==> src/rtl/mux_arb_pkg.sv <==
// rtl/mux_arb_pkg.sv - shared types and defaults for the two-requester mux arbiter
//
// Purpose: FSM state and owner encodings plus default parameter values used by
//          the arbiter interface, top and bench.
// Ports:   none (package).

package mux_arb_pkg;

    typedef enum logic [1:0] {
        IDLE  = 2'd0,
        OWN_A = 2'd1,
        OWN_B = 2'd2
    } arb_state_t;

    typedef enum logic {
        OWNER_A = 1'b0,
        OWNER_B = 1'b1
    } owner_t;

    localparam int DEFAULT_WIDTH    = 8;
    localparam int DEFAULT_MAX_HOLD = 4;
    localparam int DEFAULT_CNT_W    = 8;

endpackage

==> src/rtl/mux_21_arbiter_if.sv <==
// rtl/mux_21_arbiter_if.sv - request/grant/data bundle between requesters and the arbiter
//
// Purpose: groups both requesters' request and data lines with the arbiter's
//          grant, select and muxed-data outputs.
// Ports (signals):
//   req_a_in, req_b_in : level requests, held for the transaction
//   a_in, b_in         : requester data, WIDTH bits
//   gnt_a_out, gnt_b_out, sel_out : registered-state decodes from the arbiter
//   y_out, valid_out   : selected data and its qualifier
// Modports: master = requester side, slave = arbiter side.

interface mux_21_arbiter_if #(
    parameter int WIDTH = mux_arb_pkg::DEFAULT_WIDTH
);
    logic             req_a_in;
    logic             req_b_in;
    logic [WIDTH-1:0] a_in;
    logic [WIDTH-1:0] b_in;
    logic             gnt_a_out;
    logic             gnt_b_out;
    logic             sel_out;
    logic [WIDTH-1:0] y_out;
    logic             valid_out;

    modport master (
        output req_a_in, req_b_in, a_in, b_in,
        input  gnt_a_out, gnt_b_out, sel_out, y_out, valid_out
    );

    modport slave (
        input  req_a_in, req_b_in, a_in, b_in,
        output gnt_a_out, gnt_b_out, sel_out, y_out, valid_out
    );
endinterface

==> src/rtl/mux_21.sv <==
// rtl/mux_21.sv - 1-bit 2:1 multiplexer cell
//
// Purpose: basic datapath cell, y = sel ? b : a.
// Ports:
//   a, b : data inputs
//   sel  : 0 selects a, 1 selects b
//   y    : selected bit

module mux_21 (
    input  logic a,
    input  logic b,
    input  logic sel,
    output logic y
);
    assign y = sel ? b : a;
endmodule

==> src/rtl/mux_21_arbiter.sv <==
// rtl/mux_21_arbiter.sv - round-robin arbiter owning a shared 2:1 datapath mux
//
// Purpose: grants the shared path to requester A or B, alternating on
//          contention, with an optional hold limit that hands the path over
//          when the owner has held it MAX_HOLD cycles and the other side waits.
// Ports:
//   clk : rising-edge clock
//   rst : asynchronous active-high reset
//   bus : mux_21_arbiter_if.slave (requests/data in; grants, sel, y, valid out)
// Parameters: WIDTH data width, MAX_HOLD hold limit (0 = never preempt),
//             CNT_W hold counter width (MAX_HOLD <= 2**CNT_W-1).

module mux_21_arbiter
    import mux_arb_pkg::*;
#(
    parameter int WIDTH    = DEFAULT_WIDTH,
    parameter int MAX_HOLD = DEFAULT_MAX_HOLD,
    parameter int CNT_W    = DEFAULT_CNT_W
) (
    input  logic                 clk,
    input  logic                 rst,
    mux_21_arbiter_if.slave      bus
);

    // Counter value at which an owner becomes preemptible; with MAX_HOLD = 0
    // the counter just sits at zero and preemption is disabled.
    localparam bit             PREEMPT_EN = (MAX_HOLD != 0);
    localparam logic [CNT_W-1:0] HOLD_LAST =
        PREEMPT_EN ? CNT_W'(MAX_HOLD - 1) : '0;

    arb_state_t       state_q;
    arb_state_t       state_d;
    logic [CNT_W-1:0] hold_cnt_q;
    owner_t           last_owner_q;

    logic             req_a;
    logic             req_b;
    logic             hold_expired;
    logic             gnt_a;
    logic             gnt_b;
    logic             sel;
    logic [WIDTH-1:0] a_data;
    logic [WIDTH-1:0] b_data;
    logic [WIDTH-1:0] y_data;

    assign req_a        = bus.req_a_in;
    assign req_b        = bus.req_b_in;
    assign a_data       = bus.a_in;
    assign b_data       = bus.b_in;
    assign hold_expired = PREEMPT_EN && (hold_cnt_q == HOLD_LAST);

    // State, hold counter and round-robin pointer.
    always_ff @(posedge clk or posedge rst) begin
        if (rst) begin
            state_q      <= IDLE;
            hold_cnt_q   <= '0;
            last_owner_q <= OWNER_B;   // A wins the first contention
        end else begin
            state_q <= state_d;

            // Any state change is either an entry into an owner state or a
            // return to IDLE; both restart the hold count.
            if ((state_d != state_q) || (state_d == IDLE)) begin
                hold_cnt_q <= '0;
            end else if (hold_cnt_q != HOLD_LAST) begin
                hold_cnt_q <= hold_cnt_q + 1'b1;
            end

            if ((state_d == OWN_A) && (state_q != OWN_A)) begin
                last_owner_q <= OWNER_A;
            end else if ((state_d == OWN_B) && (state_q != OWN_B)) begin
                last_owner_q <= OWNER_B;
            end
        end
    end

    // Next-state selection.
    always_comb begin
        state_d = state_q;
        case (state_q)
            IDLE: begin
                if (req_a && req_b) begin
                    state_d = (last_owner_q == OWNER_A) ? OWN_B : OWN_A;
                end else if (req_a) begin
                    state_d = OWN_A;
                end else if (req_b) begin
                    state_d = OWN_B;
                end
            end
            OWN_A: begin
                // Release goes straight to the waiting side, no idle bubble.
                if (!req_a) begin
                    state_d = req_b ? OWN_B : IDLE;
                end else if (hold_expired && req_b) begin
                    state_d = OWN_B;
                end
            end
            OWN_B: begin
                if (!req_b) begin
                    state_d = req_a ? OWN_A : IDLE;
                end else if (hold_expired && req_a) begin
                    state_d = OWN_A;
                end
            end
            default: state_d = IDLE;
        endcase
    end

    // Outputs decode registered state only, so reset clears them immediately
    // and there is no request-to-grant combinational path.
    always_comb begin
        gnt_a = (state_q == OWN_A);
        gnt_b = (state_q == OWN_B);
        sel   = (state_q == OWN_B);
    end

    for (genvar i = 0; i < WIDTH; i++) begin : g_mux
        mux_21 u_mux (
            .a   (a_data[i]),
            .b   (b_data[i]),
            .sel (sel),
            .y   (y_data[i])
        );
    end

    assign bus.gnt_a_out = gnt_a;
    assign bus.gnt_b_out = gnt_b;
    assign bus.sel_out   = sel;
    assign bus.valid_out = gnt_a | gnt_b;
    assign bus.y_out     = y_data;

endmodule

==> src/flat_wrapper.sv <==
// flat-port wrapper written by rule: the top's interface ports become plain ports
module mux_21_arbiter_flat import mux_arb_pkg::*;
#(
    parameter int WIDTH    = DEFAULT_WIDTH,
    parameter int MAX_HOLD = DEFAULT_MAX_HOLD,
    parameter int CNT_W    = DEFAULT_CNT_W
)
  (clk, rst, bus_req_a_in, bus_req_b_in, bus_a_in, bus_b_in, bus_gnt_a_out, bus_gnt_b_out, bus_sel_out, bus_y_out, bus_valid_out);
  mux_21_arbiter_if #(.WIDTH(WIDTH)) bus_i ();
  input  logic clk;
  input  logic rst;
  input wire logic [$bits(bus_i.req_a_in)-1:0] bus_req_a_in;
  input wire logic [$bits(bus_i.req_b_in)-1:0] bus_req_b_in;
  input wire logic [$bits(bus_i.a_in)-1:0] bus_a_in;
  input wire logic [$bits(bus_i.b_in)-1:0] bus_b_in;
  output wire logic [$bits(bus_i.gnt_a_out)-1:0] bus_gnt_a_out;
  output wire logic [$bits(bus_i.gnt_b_out)-1:0] bus_gnt_b_out;
  output wire logic [$bits(bus_i.sel_out)-1:0] bus_sel_out;
  output wire logic [$bits(bus_i.y_out)-1:0] bus_y_out;
  output wire logic [$bits(bus_i.valid_out)-1:0] bus_valid_out;
  assign bus_i.req_a_in = bus_req_a_in;
  assign bus_i.req_b_in = bus_req_b_in;
  assign bus_i.a_in = bus_a_in;
  assign bus_i.b_in = bus_b_in;
  assign bus_gnt_a_out = bus_i.gnt_a_out;
  assign bus_gnt_b_out = bus_i.gnt_b_out;
  assign bus_sel_out = bus_i.sel_out;
  assign bus_y_out = bus_i.y_out;
  assign bus_valid_out = bus_i.valid_out;
  mux_21_arbiter #(.WIDTH(WIDTH), .MAX_HOLD(MAX_HOLD), .CNT_W(CNT_W)) u_core (.clk(clk), .rst(rst), .bus(bus_i));
endmodule
==> config.mk <==
export PLATFORM = sky130hd
export DESIGN_NAME = mux_21_arbiter_flat
export DESIGN_NICKNAME = d
export VERILOG_FILES = /design/src/rtl/mux_arb_pkg.sv /design/src/rtl/mux_21_arbiter_if.sv /design/src/rtl/mux_21.sv /design/src/rtl/mux_21_arbiter.sv /design/src/flat_wrapper.sv
export SDC_FILE = /design/constraint.sdc
export NUM_CORES = 1
export LEC_CHECK = 0
export ABC_AREA = 1
export BUFFER_PORTS_ARGS = -buffer_cell sky130_fd_sc_hd__clkbuf_2
export CORE_UTILIZATION = 50
export CTS_CLUSTER_DIAMETER = 60
export CTS_CLUSTER_SIZE = 25
export DETAILED_ROUTE_END_ITERATION = 12
export PLACE_DENSITY = 0.81
export SETUP_SLACK_MARGIN = 0.1
export SYNTH_ARGS = -nofsm -noshare
export SYNTH_HDL_FRONTEND = slang
export SYNTH_SLANG_ARGS = --single-unit
==> constraint.sdc <==
create_clock -name clk -period 2.4 [get_ports clk]
set_input_delay 0.36 -clock clk [delete_from_list [all_inputs] [get_ports clk]]
set_output_delay 0.36 -clock clk [all_outputs]
set_load 0.01 [all_outputs]
==> impl_metrics.toml, run 1 <==
[synthesis]
synth.distinct_cells = 26
ys_seq_area_share_pct = 27.6
synthSimpleGateAreaFrac_pct = 38.2
synth_top_family_by_area = "simple AND/OR/NAND/NOR gates"
netlist_area_um2 = 1000
synthMuxAreaShare_pct = 0.998
ys_warn_count = 0
ys_ff_latch = 11
synth-compound-area-share_pct = 7.36
synth_cells = 129
synthXorXnorAreaFrac_pct = 5.24
yosysTopAreaCell = "dfrtp_1"
yosysTopAreaCellShare_pct = 24.9
postSynthAreaPerCell_um2 = 7.78
synthAdderAreaFrac_pct = 6.23
syn-num-nets = 154
synthTopCellsByArea = "dfrtp_1 (25%), nand2_1 (11%), buf_4 (8.2%)"

[drt]
avgViaCountPerCell = 4.85
ant_nets = 0
wl_um = 1840
drc = 0
wl_per_cell_um = 10.3
drtPass1Iterations = 4
vias = 869
first_iter_violations = 17

[floorplanning]
die_x_um = 46.8
die_y_um = 46.8
die_area_um2 = 2190
io_pins = 32
core_area_um2 = 1800
start_util_pct = 55.7
num_rows = 15

[global_routing]
grt_max_degree = 12
track_usage_pct = 18.8
antenna_found_initial = 0
grt_pass1_vias = 714
grt_remaining_overflow = 0
grt_pass1_wl_um = 2900

[cells_and_area]
n_antenna_cell = 0
syn2layout_area_growth_pct = 13.7
final_nets = 180
final_util_pct = 63.3
post_route_cells_drive_above_1_share_pct = 49.4
fin_cells = 179
layout_commonest_cell = "clkbuf_2"
layout_common_cells = "clkbuf_2 (31), nand2_1 (30), dfrtp_1 (10)"

[power_and_ir_drop]
p_leak_nw = 0.589
p_per_area_nw_per_um2 = 903
peakVddDrop_uv = 500

[sta]
fin_setup_tns_ns = 0
timing.slew.headroom_pct = 73.2
period_minus_slack_ns = 1.85
setup_viol = 0
finalHoldViolCount = 0
timing.final.max_slew_violations = 0
fmax_mhz = 541
worstMarginPinSlew_ns = 0.399
finalCritPeriodShare_pct = 77.0
rsz0062_at_grt = "no"
fin_worst_skew_ns = 0.00283

[placement]
place.gp.congestion = 0.905
port_buffers = 31
numPlacedInstances = 175
dp_hpwl_um = 1510

[status]
status = "finished, final reports clean"

[clock_tree]
cts_resized = 0
cts-root-buf = "clkbuf_4"
clock_sinks = 11
cts_buffers = 3
cts_hold_buffers = 0
cts_max_path_buffers = 2
htree_num_levels = 1
cts.clk_slew.worst_paths_ns = 0.07
clk_latency_ns = 0.26
tritoncts = "yes"
cts_setup_buffers = 0

[setup_path]
critPathCaptureType = "output port"
worstPathRequired_ns = 2.04
slowest_stage = "dfrtp_1"
crit_path_max_incr_delay_ns = 0.43
crit_buf_inv = 3
crit_family = "buffers and inverters"
crit_chain = "inv_1, ha_1, buf_4, nand2_1, nand2_1, clkbuf_2"
worstPathArrival_ns = 1.49
reg2reg_slack_ns = 0.58
critPathKind = "register to output port"
startpoint_type = "register"
cp_max_fo = 10
cpMostUsedCell = "nand2_1"

[flow_run]
cap_violations = 0

[min_path]
hp-class = "primary input to asynchronous set/reset pin"
## flip-flops by register name (all words and copies together), names as in the netlist
| name | flops |
|---|---|
| u_core.hold_cnt_q | 8 |
| u_core.last_owner_q | 1 |
| u_core.state_q | 2 |
## power breakdown
group / leakage, nW / internal, mW / switching [mW]
clock: 0.0150 / 0.0642 / 0.0573
combinational: 0.427 / 0.233 / 0.412
sequential: 0.147 / 0.226 / 0.0373
## logic make-up (layout without fill, tap and decap cells)
kind of cell | after synthesis | after routing
buf+inv | 27 | 52
flops | 11 | 11
mux | 1 | 1
xor+xnor | 6 | 6
compound gates | 11 | 11
simple gates | 68 | 68
fa+ha+maj | 5 | 5
## worst reg2reg max path, delay by kind of cell, from the launching register on
kind	cells	cell delay, ns
buffers and inverters	2	0.28
flip-flops	1	0.43
adder cells (fa/ha/maj)	1	0.24
AND/OR/NAND/NOR	8	0.80
## path summary, 6_finish.rpt
| kind | start | to | cells past startpoint |
|---|---|---|---|
| worst max-delay path | u_core.state_q[0] | bus_y_out[6] | 6 |
| worst max register to register | u_core.state_q[0] | u_core.hold_cnt_q[7] | 11 |
| max in group asynchronous | rst | u_core.last_owner_q | 2 |
| worst min-delay path | rst | u_core.hold_cnt_q[7] | 2 |
| min in group clk | u_core.last_owner_q | u_core.last_owner_q | 2 |
| worst min register to register | u_core.last_owner_q | u_core.last_owner_q | 2 |
## synthesized netlist by cell type (all sizes together)
cell   instances
mux2i          1
nor4           1
dfrtp         10
nand2         39
nand3          8
nor3           3
buf           11
nand4          1
nor2          16
inv           16
o21ai          7
xor2           6
ha             5
a21oi          4
dfstp          1
## stage by stage
stage | setup slack [ns] | power (mW) | hold slack, ns | cell area (um^2)
after floorplan | 0.541 | 0.826 | 0.212 | 1000
after global placement | 0.671 | 0.899 | 0.339 | 1110
after detailed placement | 0.612 | 0.911 | 0.353 | 1110
after CTS | 0.551 | 1.04 | 0.0696 | 1140
after global routing | 0.407 | 1.13 | 0.0937 | 1140
final | 0.552 | 1.03 | 0.0547 | 1140
## routing by layer
layer	track usage (%)	share of wire, %	up-vias
li1	-	-	443
met1	25.8	46	404
met2	31.4	50	20
met3	1.15	3.3	2
met4	6.86	0.76	0
met5	0	0	-
## area by class of cell
type,count,area (um^2)
inverter,16,62.6
clock buffer,4,26.3
fill,156,661
timing repair buffer,32,163
multi-input combinational,91,582
tap,25,31.3
sequential,11,277
(Power assumes the default switching activity.)
==> run 2, diff against run 1 <==
--- a/config.mk
+++ b/config.mk
@@ -5,13 +5,13 @@
 export SDC_FILE = /design/constraint.sdc
 export NUM_CORES = 1
 export LEC_CHECK = 0
-export ABC_AREA = 1
+export ABC_AREA = 0
 export BUFFER_PORTS_ARGS = -buffer_cell sky130_fd_sc_hd__clkbuf_2
-export CORE_UTILIZATION = 50
+export CORE_UTILIZATION = 45
 export CTS_CLUSTER_DIAMETER = 60
 export CTS_CLUSTER_SIZE = 25
 export DETAILED_ROUTE_END_ITERATION = 12
-export PLACE_DENSITY = 0.81
+export PLACE_DENSITY = 0.77
 export SETUP_SLACK_MARGIN = 0.1
 export SYNTH_ARGS = -nofsm -noshare
 export SYNTH_HDL_FRONTEND = slang
==> constraint.sdc (replaced) <==
create_clock -name clk -period 1.7 [get_ports clk]
set_input_delay 0.255 -clock clk [delete_from_list [all_inputs] [get_ports clk]]
set_output_delay 0.255 -clock clk [all_outputs]
set_load 0.01 [all_outputs]
==> run 2 against run 1 <==
Net effect: the flow now finishes with violations (negative setup slack); critical path depth rose by 1; die area rose by 13%; global-route usage rose by 8.0 points; sequential share of layout area fell by 7.7 points; final cell count rose by 11%; clock skew fell by 0.00053 ns; first-iteration DRC count did not move.
==> impl_metrics.toml, run 2 <==
[global_routing]
grt_max_degree = 12
grt_remaining_overflow = 0
grt_pass1_wl_um = 4940
track_usage_pct = 26.8
grt_pass1_vias = 1137
antenna_found_initial = 0

[drt]
first_iter_violations = 17
wl_um = 3110
wl_per_cell_um = 15.7
vias = 1055
drtPass1Iterations = 4
ant_nets = 0
avgViaCountPerCell = 5.33
drc = 0

[power_and_ir_drop]
p_switching_mw = 0.932
pwr-share-comb_pct = 75.5
p_per_area_nw_per_um2 = 1340
p_leak_nw = 0.771
peakVddDrop_uv = 1230
pwr-share-seq_pct = 16.6
internal_power_mw = 1.33
clock_power_share_pct = 8.0
switching_share_pct = 41.2

[clock_tree]
cts.clk_slew.worst_paths_ns = 0.07
cts_buffers = 3
tritoncts = "yes"
cts-root-buf = "clkbuf_4"
cts_max_path_buffers = 2
clk_latency_ns = 0.27
htree_num_levels = 1
clock_sinks = 11

[sta]
fin_setup_tns_ns = -5.53
worstMarginPinSlew_ns = 0.424
setup_viol = 19
finalCritPeriodShare_pct = 128
fin_ws_ns = -0.469
rsz0062_at_grt = "yes"
finalHoldViolCount = 0
fin_worst_skew_ns = 0.00231
timing.slew.headroom_pct = 71.7
fmax_mhz = 461
timing.final.max_slew_violations = 0
period_minus_slack_ns = 2.17

[synthesis]
postSynthAreaPerCell_um2 = 9.84
synth_commonest_cells = "dfrtp_1 (10), buf_4 (9), mux2_2 (9), a221oi_1 (7), nand2_1 (6)"
ys_warn_count = 0
synthTopCellsByArea = "dfrtp_1 (24%), mux2_2 (9.9%), buf_4 (6.6%)"
synth.distinct_cells = 42
synth_edf_count = 0
yosysTopAreaCellShare_pct = 24.4
yosysTopAreaCell = "dfrtp_1"
ys_seq_area_share_pct = 27.0
async_flop_share_pct = 100
ys_ff_latch = 11
ys.flop_type = "dfrtp_1"
syn-num-nets = 129
synth.most_common_cell = "dfrtp_1"
synth_cells = 104
netlist_area_um2 = 1020

[placement]
place.gp.congestion = 0.848
dpl_cell_area_um2 = 1450
dp_hpwl_um = 2210
port_buffers = 31

[cells_and_area]
layout_common_cells = "buf_4 (36), clkbuf_2 (31), dfrtp_1 (9), mux2_4 (8)"
layout_commonest_cell = "buf_4"
syn2layout_area_growth_pct = 64.5
post_route_cells_drive_above_1_share_pct = 68.4
filler_cell_count = 127
largest_reg_flops = 8
registers.top_by_ff_count = "u_core.hold_cnt_q"
finalInstanceArea_um2 = 1680
top_regs = "u_core.hold_cnt_q (8), u_core.state_q (2), u_core.last_owner_q (1)"
final_nets = 197
n_antenna_cell = 0

[setup_path]
startpoint_type = "register"
r2r-end = "u_core.hold_cnt_q[5]"
critPathCaptureType = "register"
worstPathRequired_ns = 1.88
worstPathArrival_ns = 2.35
critPathKind = "register to register"
cp_max_fo = 7
r2r-start = "u_core.hold_cnt_q[1]"
reg2reg_slack_ns = -0.47
r2r_cells = 7

[status]
status = "finished, violations left"
violations = "negative setup slack"

[floorplanning]
die_y_um = 49.7
die_area_um2 = 2470
io_pins = 32
start_util_pct = 50.1
num_rows = 16
core_area_um2 = 2040
die_x_um = 49.7

[flow_run]
cap_violations = 0

[min_path]
hp-class = "primary input to asynchronous set/reset pin"
-- run 2: worst max-delay path by stage --
stage | startpoint | to | slack, ns | depth (start not counted)
detailed placement | u_core.state_q[0] | u_core.hold_cnt_q[1] | -0.53 | 7
CTS | u_core.hold_cnt_q[1] | u_core.hold_cnt_q[1] | -0.42 | 6
global route | u_core.hold_cnt_q[1] | u_core.hold_cnt_q[5] | -0.54 | 7
floorplan | u_core.state_q[1] | u_core.hold_cnt_q[1] | -0.36 | 9
finish | u_core.hold_cnt_q[1] | u_core.hold_cnt_q[5] | -0.47 | 7
global placement | u_core.hold_cnt_q[1] | u_core.hold_cnt_q[1] | -0.37 | 6
-- run 2: area by class of cell --
class	count	area, um^2	share of cell area (%)
multi-input combinational	75	791	47.0
inverter	5	21.3	1.26
clock buffer	4	26.3	1.56
timing repair buffer	76	534	31.7
tap	27	33.8	2.01
sequential	11	278	16.5
-- run 2: what timing repair did --
| action | in CTS | in global routing |
|---|---|---|
| setup endpoints to repair | 21 | 21 |
| hold endpoints to repair | 10 | 0 |
| pin swaps | 11 | 3 |
| cloned | 1 | 0 |
| resized for setup | 22 | 4 |
| hold buffers | 1 | 0 |
| buffers inserted | 6 | 5 |
-- run 2: stage by stage --
stage | hold WS, ns | std cells | setup WS (ns) | power [mW] | util [%]
3_3_place_gp | 0.238 | 181 | -0.369 | 1.64 | 70.9
4_1_cts | 0.509 | 193 | -0.417 | 2.12 | 79.6
6_report | 0.495 | 198 | -0.469 | 2.26 | 82.5
5_1_grt | 0.563 | 198 | -0.535 | 2.40 | 82.5
3_5_place_dp | 0.245 | 181 | -0.526 | 1.68 | 70.9
2_1_floorplan | 0.107 | 104 | -0.363 | 1.30 | -
-- run 2: power by group through the flow --
stage | Clock [mW] | Combinational, mW | Sequential [mW]
after floorplan | 0 | 0.938 | 0.363
after global placement | 0 | 1.27 | 0.369
after detailed placement | 0 | 1.31 | 0.375
after CTS | 0.185 | 1.56 | 0.373
after global routing | 0.197 | 1.82 | 0.381
final | 0.180 | 1.71 | 0.375
-- run 2: layer usage --
layer | track usage [%] | vias to the layer above | wire [um]
met1 | 29.1 | 490 | 1270
met5 | 0 | - | 0
met2 | 48.9 | 36 | 1610
met3 | 4.01 | 10 | 144
met4 | 14.8 | 0 | 91
li1 | - | 519 | -
-- run 2: logic make-up (layout without fill, tap and decap cells) --
| family | Yosys count | after routing | synth area share, % |
|---|---|---|---|
| simple gates | 29 | 29 | 18.1 |
| compound gates | 26 | 26 | 22.4 |
| buf+inv | 18 | 85 | 11.4 |
| flops | 11 | 11 | 27.0 |
| mux | 9 | 9 | 9.90 |
| xor+xnor | 6 | 6 | 5.13 |
| fa+ha+maj | 5 | 5 | 6.11 |
-- run 2: critical path, cell delays in order (launching register included) --
cell      delay, ns
dfrtp_1        0.40
ha_4           0.17
or4b_4         0.50
o21ai_2        0.15
o2111a_2       0.27
o211ai_4       0.14
buf_4          0.18
a221oi_2       0.26
==> run 3, diff against run 2 <==
==> constraint.sdc (replaced) <==
create_clock -name clk -period 1.7 [get_ports clk]
set_input_delay 0.255 -clock clk [delete_from_list [all_inputs] [get_ports clk]]
set_output_delay 0.255 -clock clk [all_outputs]
set_load 0.005 [all_outputs]
==> run 3 against run 2 <==
Net effect: combinational power grew 4%; power is 3.3% higher; critical path depth fell by 2; core utilization grew 3.4 points; hold slack lost 0.010 ns; the run still ends with negative setup slack left; critical path type unchanged.
==> impl_metrics.toml, run 3 (synthesis gave the netlist of run 2 again) <==
[global_routing]
grt_remaining_overflow = 0
grt_max_degree = 12
track_usage_pct = 28.1
antenna_found_initial = 0
grt_pass1_vias = 1119
grt_pass1_wl_um = 5160

[sta]
rsz0062_at_grt = "yes"
timing.slew.headroom_pct = 73.0
setup_viol = 21
fmax_mhz = 477
timing.final.max_slew_violations = 0
finalHoldViolCount = 0
worstMarginPinSlew_ns = 0.404
fin_setup_tns_ns = -5.20
finalCritPeriodShare_pct = 123
period_minus_slack_ns = 2.10
fin_worst_skew_ns = 0.0102
fin_ws_ns = -0.397

[setup_path]
worstPathArrival_ns = 2.25
worstPathRequired_ns = 1.85
endpoint = "u_core.hold_cnt_q[1]"
critPathKind = "register to register"
cp_max_fo = 6
r2r-start = "u_core.hold_cnt_q[4]"
startpoint_type = "register"
r2r_cells = 5
reg2reg_slack_ns = -0.40
r2r-end = "u_core.hold_cnt_q[1]"
critPathCaptureType = "register"
crit_start = "u_core.hold_cnt_q[4]"

[clock_tree]
cts-root-buf = "clkbuf_4"
tritoncts = "yes"
cts_buffers = 3
clock_sinks = 11
cts.clk_slew.worst_paths_ns = 0.07
htree_num_levels = 1
clk_latency_ns = 0.28
cts_max_path_buffers = 2

[drt]
avgViaCountPerCell = 5.56
wl_per_cell_um = 17.1
ant_nets = 0
drtPass1Iterations = 4
wl_um = 3430
vias = 1112
drc = 0
first_iter_violations = 29

[cells_and_area]
layout_commonest_cell = "buf_4"
final_util_pct = 85.9
top_regs = "u_core.hold_cnt_q (8), u_core.state_q (2), u_core.last_owner_q (1)"
largest_reg_flops = 8
syn2layout_area_growth_pct = 71.4
n_antenna_cell = 0
layout_common_cells = "buf_4 (36), clkbuf_2 (28), buf_6 (11), mux2_4 (8), dfrtp_1 (8)"
final_nets = 199
post_route_cells_drive_above_1_share_pct = 71.1
finalInstanceArea_um2 = 1750
registers.top_by_ff_count = "u_core.hold_cnt_q"

[placement]
port_buffers = 31
dpl_cell_area_um2 = 1450
place.gp.congestion = 0.817
dp_hpwl_um = 2110

[floorplanning]
die_y_um = 49.7
io_pins = 32
num_rows = 16
core_area_um2 = 2040
start_util_pct = 50.1
die_area_um2 = 2470
die_x_um = 49.7

[power_and_ir_drop]
peakVddDrop_uv = 1640
p_per_area_nw_per_um2 = 1330
p_leak_nw = 0.795
power.total_mw = 2.34

[status]
violations = "negative setup slack"
status = "finished, violations left"

[min_path]
hp-class = "primary input to asynchronous set/reset pin"

[flow_run]
cap_violations = 0
-- run 3: cell types whose count changed in the layout (fill, tap and decap cells not counted), sizes merged --
cell / before / now
buf: 44 / 49
clkbuf: 35 / 32
-- run 3: worst max-delay path, stage by stage (launching register included) --
cell and delay [ns]:
dfrtp_1 0.45, or4b_4 0.59, o2111ai_2 0.20, and3_4 0.23, o211ai_4 0.11, a222oi_1 0.40
-- run 3: cell type report --
| type | instances | area, um^2 |
|---|---|---|
| Clock buffer | 4 | 26.3 |
| Sequential cell | 11 | 279 |
| Fill cell | 117 | 288 |
| Tap cell | 27 | 33.8 |
| Inverter | 5 | 21.3 |
| Multi-Input combinational cell | 75 | 810 |
| Timing Repair Buffer | 78 | 584 |
-- run 3: metal layers --
| metal | up-vias | wire length (um) | track usage [%] |
|---|---|---|---|
| met2 | 46 | 1840 | 52.7 |
| li1 | 524 | - | - |
| met4 | 0 | 114 | 14.3 |
| met1 | 530 | 1300 | 30.4 |
| met5 | - | 0 | 0 |
| met3 | 12 | 174 | 3.40 |
-- run 3: worst min path at each step --
| stage | end | depth (start not counted) | start |
|---|---|---|---|
| finish | u_core.hold_cnt_q[2] | 3 | rst |
| detailed placement | u_core.state_q[1] | 2 | rst |
| global route | u_core.hold_cnt_q[2] | 3 | rst |
| global placement | u_core.state_q[1] | 2 | rst |
| CTS | u_core.hold_cnt_q[2] | 3 | rst |
| floorplan | u_core.hold_cnt_q[0] | 1 | rst |
-- run 3: where the power goes --
part / total (mW) / internal, mW / switching [mW]
Clock: 0.176 / 0.0909 / 0.0849
Sequential: 0.378 / 0.320 / 0.0580
Combinational: 1.78 / 0.972 / 0.811
-- run 3: per-stage QoR --
| step | setup WS (ns) | hold WS (ns) | cells |
|---|---|---|---|
| floorplan | -0.353 | 0.107 | 104 |
| global placement | -0.360 | 0.236 | 181 |
| detailed placement | -0.425 | 0.241 | 181 |
| CTS | -0.338 | 0.494 | 195 |
| global route | -0.475 | 0.535 | 200 |
| finish | -0.397 | 0.485 | 200 |
-- run 3: repair_timing --
| item | in CTS | in global routing |
|---|---|---|
| gates cloned | 1 | 0 |
| buffers inserted | 8 | 8 |
| setup endpoints to repair | 21 | 21 |
| hold endpoints to repair | 10 | 0 |
| hold buffers | 1 | 0 |
| pin swaps | 9 | 7 |
| gates resized for setup | 20 | 18 |
